`src/rtl/mem_port_arb.sv`:
```
// Arbiter sharing one single-port memory between instruction fetch and data access.
// Define MEM_ARB_RR_EN for round-robin on ties; otherwise the data stage always wins.
module mem_port_arb #(
    parameter int ADDR_W = 32,
    parameter int DATA_W = 32
) (
    input  logic                  i_clk,
    input  logic                  i_rst,
    input  logic                  i_if_req,
    input  logic [ADDR_W-1:0]     i_if_addr,
    output logic [DATA_W-1:0]     o_if_rdata,
    output logic                  o_if_valid,
    output logic                  o_if_stall,
    input  logic                  i_dm_req,
    input  logic                  i_dm_wen,
    input  logic [ADDR_W-1:0]     i_dm_addr,
    input  logic [DATA_W-1:0]     i_dm_wdata,
    input  logic [DATA_W/8-1:0]   i_dm_mask,
    output logic [DATA_W-1:0]     o_dm_rdata,
    output logic                  o_dm_valid,
    output logic                  o_dm_stall,
    output logic                  o_mem_req,
    output logic                  o_mem_wen,
    output logic [ADDR_W-1:0]     o_mem_addr,
    output logic [DATA_W-1:0]     o_mem_wdata,
    output logic [DATA_W/8-1:0]   o_mem_mask,
    input  logic                  i_mem_ack,
    input  logic [DATA_W-1:0]     i_mem_rdata
);

    localparam int MASK_W = DATA_W / 8;

    typedef enum logic [1:0] {
        IDLE    = 2'd0,
        BUSY_IF = 2'd1,
        BUSY_DM = 2'd2
    } state_t;

    state_t              state_q;
    logic                mem_req_q;
    logic                mem_wen_q;
    logic [ADDR_W-1:0]   mem_addr_q;
    logic [DATA_W-1:0]   mem_wdata_q;
    logic [MASK_W-1:0]   mem_mask_q;
    logic [DATA_W-1:0]   if_rdata_q;
    logic                if_valid_q;
    logic [DATA_W-1:0]   dm_rdata_q;
    logic                dm_valid_q;

    logic if_elig_s;
    logic dm_elig_s;
    logic grant_dm_s;

    // A requester still high in its own completion cycle is not eligible again yet.
    assign if_elig_s = i_if_req & ~if_valid_q;
    assign dm_elig_s = i_dm_req & ~dm_valid_q;

`ifdef MEM_ARB_RR_EN
    logic last_dm_q;
    assign grant_dm_s = dm_elig_s & (~if_elig_s | ~last_dm_q);
`else
    assign grant_dm_s = dm_elig_s;
`endif

    assign o_if_stall  = i_if_req & ~if_valid_q;
    assign o_dm_stall  = i_dm_req & ~dm_valid_q;
    assign o_mem_req   = mem_req_q;
    assign o_mem_wen   = mem_wen_q;
    assign o_mem_addr  = mem_addr_q;
    assign o_mem_wdata = mem_wdata_q;
    assign o_mem_mask  = mem_mask_q;
    assign o_if_rdata  = if_rdata_q;
    assign o_if_valid  = if_valid_q;
    assign o_dm_rdata  = dm_rdata_q;
    assign o_dm_valid  = dm_valid_q;

    // Arbitration FSM with registered memory-side and completion outputs.
    always_ff @(posedge i_clk or posedge i_rst) begin
        if (i_rst) begin
            state_q     <= IDLE;
            mem_req_q   <= 1'b0;
            mem_wen_q   <= 1'b0;
            mem_addr_q  <= '0;
            mem_wdata_q <= '0;
            mem_mask_q  <= '0;
            if_rdata_q  <= '0;
            if_valid_q  <= 1'b0;
            dm_rdata_q  <= '0;
            dm_valid_q  <= 1'b0;
`ifdef MEM_ARB_RR_EN
            last_dm_q   <= 1'b0;
`endif
        end else begin
            if_valid_q <= 1'b0;
            dm_valid_q <= 1'b0;
            case (state_q)
                IDLE: begin
                    if (grant_dm_s) begin
                        state_q     <= BUSY_DM;
                        mem_req_q   <= 1'b1;
                        mem_wen_q   <= i_dm_wen;
                        mem_addr_q  <= i_dm_addr;
                        mem_wdata_q <= i_dm_wdata;
                        mem_mask_q  <= i_dm_mask;
                    end else if (if_elig_s) begin
                        state_q     <= BUSY_IF;
                        mem_req_q   <= 1'b1;
                        mem_wen_q   <= 1'b0;
                        mem_addr_q  <= i_if_addr;
                        mem_wdata_q <= '0;
                        mem_mask_q  <= {MASK_W{1'b1}};
                    end else begin
                        state_q <= IDLE;
                    end
                end
                BUSY_IF: begin
                    if (i_mem_ack) begin
                        state_q    <= IDLE;
                        mem_req_q  <= 1'b0;
                        if_rdata_q <= i_mem_rdata;
                        if_valid_q <= 1'b1;
`ifdef MEM_ARB_RR_EN
                        last_dm_q  <= 1'b0;
`endif
                    end else begin
                        state_q <= BUSY_IF;
                    end
                end
                BUSY_DM: begin
                    if (i_mem_ack) begin
                        state_q    <= IDLE;
                        mem_req_q  <= 1'b0;
                        dm_valid_q <= 1'b1;
                        if (!mem_wen_q) begin
                            dm_rdata_q <= i_mem_rdata;
                        end else begin
                            dm_rdata_q <= dm_rdata_q;
                        end
`ifdef MEM_ARB_RR_EN
                        last_dm_q  <= 1'b1;
`endif
                    end else begin
                        state_q <= BUSY_DM;
                    end
                end
                default: begin
                    state_q   <= IDLE;
                    mem_req_q <= 1'b0;
                end
            endcase
        end
    end

endmodule
```
`config.mk`:
```
export PLATFORM = sky130hd
export DESIGN_NAME = mem_port_arb
export DESIGN_NICKNAME = d
export VERILOG_FILES = /design/src/rtl/mem_port_arb.sv
export SDC_FILE = /design/constraint.sdc
export NUM_CORES = 1
export LEC_CHECK = 0
export ABC_AREA = 0
export CAP_MARGIN = 0
export CORE_UTILIZATION = 45
export CTS_BUF_LIST = sky130_fd_sc_hd__clkbuf_8
export DETAILED_ROUTE_END_ITERATION = 8
export GPL_TIMING_DRIVEN = 0
export PLACE_DENSITY = 0.95
export SETUP_SLACK_MARGIN = 0.4
export SYNTH_ARGS = -nofsm -noshare
export SYNTH_HDL_FRONTEND = slang
export SYNTH_SLANG_ARGS = --single-unit
```
`constraint.sdc`:
```
create_clock -name i_clk -period 11.2 [get_ports i_clk]
set_input_delay 2.24 -clock i_clk [delete_from_list [all_inputs] [get_ports i_clk]]
set_output_delay 2.24 -clock i_clk [all_outputs]
set_load 0.005 [all_outputs]
```
==> results by group <==
Run status
  – Status: finished clean

Synthesis
  – Avg Cell Area, Syn: 16.2 um^2
  – Yosys top cell area share: 61.0%
  – Synth Register Bits: 138
  – Multiplexer area fraction after synthesis: 27.2%
  – Synth Area in Simple Gates: 1.35%
  – Sequential area share after synthesis: 61.0%
  – Largest family of logic cells by synthesized area: multiplexers
  – YS warnings: 0
  – Syn Std Cell Area: 5660 um^2
  – Top cell type by total area after synthesis: dfrtp_1
  – Synthesized instance count: 350
  – Largest cells by area after synthesis: dfrtp_1 61%, mux2_2 20%, mux2_4 6.9%
  – Synth Area in XOR/XNOR: 0%
  – Netlist cell types: 23
  – Net Count, Synth: 493
  – Adder-cell share of the synthesized area: 1.11%
  – Synth Area in Compound Gates: 6.37%

Cells and area
  – Nets@finish: 788
  – Multi-input logic area: 2040 um^2
  – Area Overhead vs Synth: 60.5%
  – Layout cell share with drive strength beyond 1: 27.8%
  – Register area: 3450 um^2
  – Filler cells: 736
  – Ant diodes: 0

STA
  – Max-slew violations: 0
  – Slew headroom: 65.1%
  – Endpoints failing setup: 0
  – Hold slack: 0.496 ns
  – Setup TNS: 0 ns
  – Tmin final: 6.05 ns
  – Max Clock Freq: 165 MHz
  – Worst Max-Slew Pin Slew: 0.523 ns
  – Final Hold Vio Count: 0
  – Skew final: 0.0161 ns
  – Crit share post-route: 54.0%
  – RSZ-0062 raised after global routing: no

Route
  – DRC viols: 0
  – DR pass1 iterations: 4
  – Via/cell ratio: 4.95
  – Routed wire length: 16,500 um
  – Iteration-0 DRC count of the detailed router: 141
  – Post-route ant nets: 0
  – Vias: 4,089
  – Wirelength per Cell: 20.0 um

Setup path
  – CP top delay family: buffers and inverters
  – Source of the worst register-to-register timing path: state_q[0]
  – Crit Path Category: in2out
  – Max FO, Critical Path: 10
  – CP peak stage delay: 0.55 ns
  – Worst Setup SP: i_dm_req
  – Cell depth of the worst setup path: 5
  – CP endpoint: o_dm_stall
  – CP Launch Type: primary input
  – Setup crit end kind: output pin
  – Critical Path RT: 8.96 ns
  – Most Frequent Cell on Critical Path: clkdlybuf4s50_1
  – Worst Path Arrival: 3.81 ns
  – Buf/Inv on CP: 4
  – R2R Setup Slk: 9.41 ns
  – R2r worst-path depth: 6
  – Slowest-stage cell, CP: clkdlybuf4s50_1
  – Worst R2R End: o_mem_addr[4]
  – Worst path cell trace: clkdlybuf4s50_1 > nor2b_4 > buf_6 > buf_2 > clkdlybuf4s50_1

Clocking
  – CTS Hold Buffers Added: 0
  – CTS tree: done
  – Clock slew at reported path FFs: 0.08 ns
  – Worst-Skew Late Latency: 0.44 ns
  – Clk buf depth: 2
  – CTS sink cnt: 138
  – Post CTS Setup Buffer Count: 0
  – H-tree Lvls: 4
  – Total CTS buffers: 17
  – Root Buffer: clkbuf_8
  – # resized after CTS: 0

Place
  – Placer Congestion: 0.832
  – Port buffer count: 275
  – DP HPWL: 12,200 um

Global route
  – Vias in the first global route: 4,709
  – Total Routing Usage GR: 26.3%
  – GRT overflow: 0
  – Antenna violations before repair: 1
  – First-pass GRT wire length: 25,200 um
  – Maximum number of pins on one net before global-route repair: 82

Run
  – Max-Cap Viols: 0

Pwr
  – VDD IR max: 0.204 mV
  – Pwr/cell area: 271 nW/um^2
  – Pwr Total: 2.46 mW
  – Leakage: 3.92 nW

Die
  – Initial Utilization: 46.7%
  – Die Ht: 114 um
  – Die Wd: 114 um
  – Num rows: 40
  – I/O pin cnt: 276
  – Core area: 12,100 um^2
  – Die area: 13,000 um^2

Hold path
  – Min-Delay Path Class: reg2reg
[kinds of logic (layout without fill, tap and decap cells)]
kind of cell,count (synthesis),count (layout)
muxes,128,128
and+or+nand+nor,11,11
buffers and inverters,25,333
AOI/OAI and AO/OA,43,43
adders and majority gates,5,5
DFF,138,138
[sequential cells by signal, indices dropped and copies added (netlist names)]
register	flops
o_dm_rdata	32
o_dm_valid	1
o_if_rdata	32
o_if_valid	1
o_mem_addr	32
o_mem_mask	4
o_mem_req	1
o_mem_wdata	32
o_mem_wen	1
state_q	2
[cell type report]
cell class | count | share of cell area, %
Sequential cell | 138 | 38.0
Timing Repair Buffer | 276 | 30.6
Multi-Input combinational cell | 187 | 22.4
Clock buffer | 17 | 2.58
Tap cell | 168 | 2.31
Clock inverter | 15 | 2.16
Buffer | 21 | 1.68
Inverter | 4 | 0.220
[worst register-to-register path: cells and delay by family, from the launching register on]
family / cells / cell delay, ns
adders and majority gates: 1 / 0.29
muxes: 1 / 0.31
AOI/OAI and AO/OA: 1 / 0.17
buffers and inverters: 3 / 0.47
DFF: 1 / 0.42
[power by group]
group	switching [mW]	internal (mW)	total, mW	leakage (nW)
Sequential	0.148	0.739	0.887	1.67
Clock	0.197	0.243	0.440	0.214
Combinational	0.381	0.756	1.14	2.04
[per-layer routing]
metal	GRT usage (%)	vias to the layer above	routed length (um)
met2	48.1	198	8740
met4	11.4	2	428
met3	10.7	36	1450
met5	0	-	18
met1	26.1	1996	5900
li1	-	1857	-
[worst min-delay path by stage]
stage | start | end | slack, ns | cells past startpoint
after floorplan | o_mem_mask[0] | o_mem_mask[0] | 0.48 | 1
after global placement | o_mem_mask[0] | o_mem_mask[0] | 0.48 | 1
after detailed placement | o_mem_mask[3] | o_mem_mask[3] | 0.48 | 1
after CTS | o_mem_mask[3] | o_mem_mask[3] | 0.50 | 1
after global routing | o_mem_mask[1] | o_mem_mask[1] | 0.51 | 1
final | o_mem_mask[1] | o_mem_mask[1] | 0.50 | 1
[Yosys cell counts, drive strengths merged]
library cell,number
inv,4
nor2b,3
o21ai,3
o21a,1
ha,5
and2,2
clkbuf,1
o22a,4
nand2b,2
nand3b,2
a21oi,2
buf,20
dfrtp,138
mux2,128
nand2,2
a22o,33
[layout by cell type (no fill, tap or decap), types with 4 or more instances in the layout]
master and instances:
clkdlybuf4s50_1 275, dfrtp_1 138, mux2_2 101, a22o_1 33
mux2_4 26, clkbuf_8 17, buf_2 15, inv_6 5
ha_1 5, inv_1 4, o22a_1 4, bufinv_16 4
[stage by stage]
stage / instance area [um^2] / worst slack (ns) / cells / utilization [%]
after global routing: 9080 / 5.09 / 826 / 75.0
after detailed placement: 8650 / 5.12 / 794 / 71.5
after global placement: 8620 / 3.78 / 793 / 71.2
final: 9080 / 5.15 / 826 / 75.0
after CTS: 9080 / 5.13 / 826 / 75.0
after floorplan: 5660 / 5.26 / 350 / -
(Power assumes the default switching activity.)
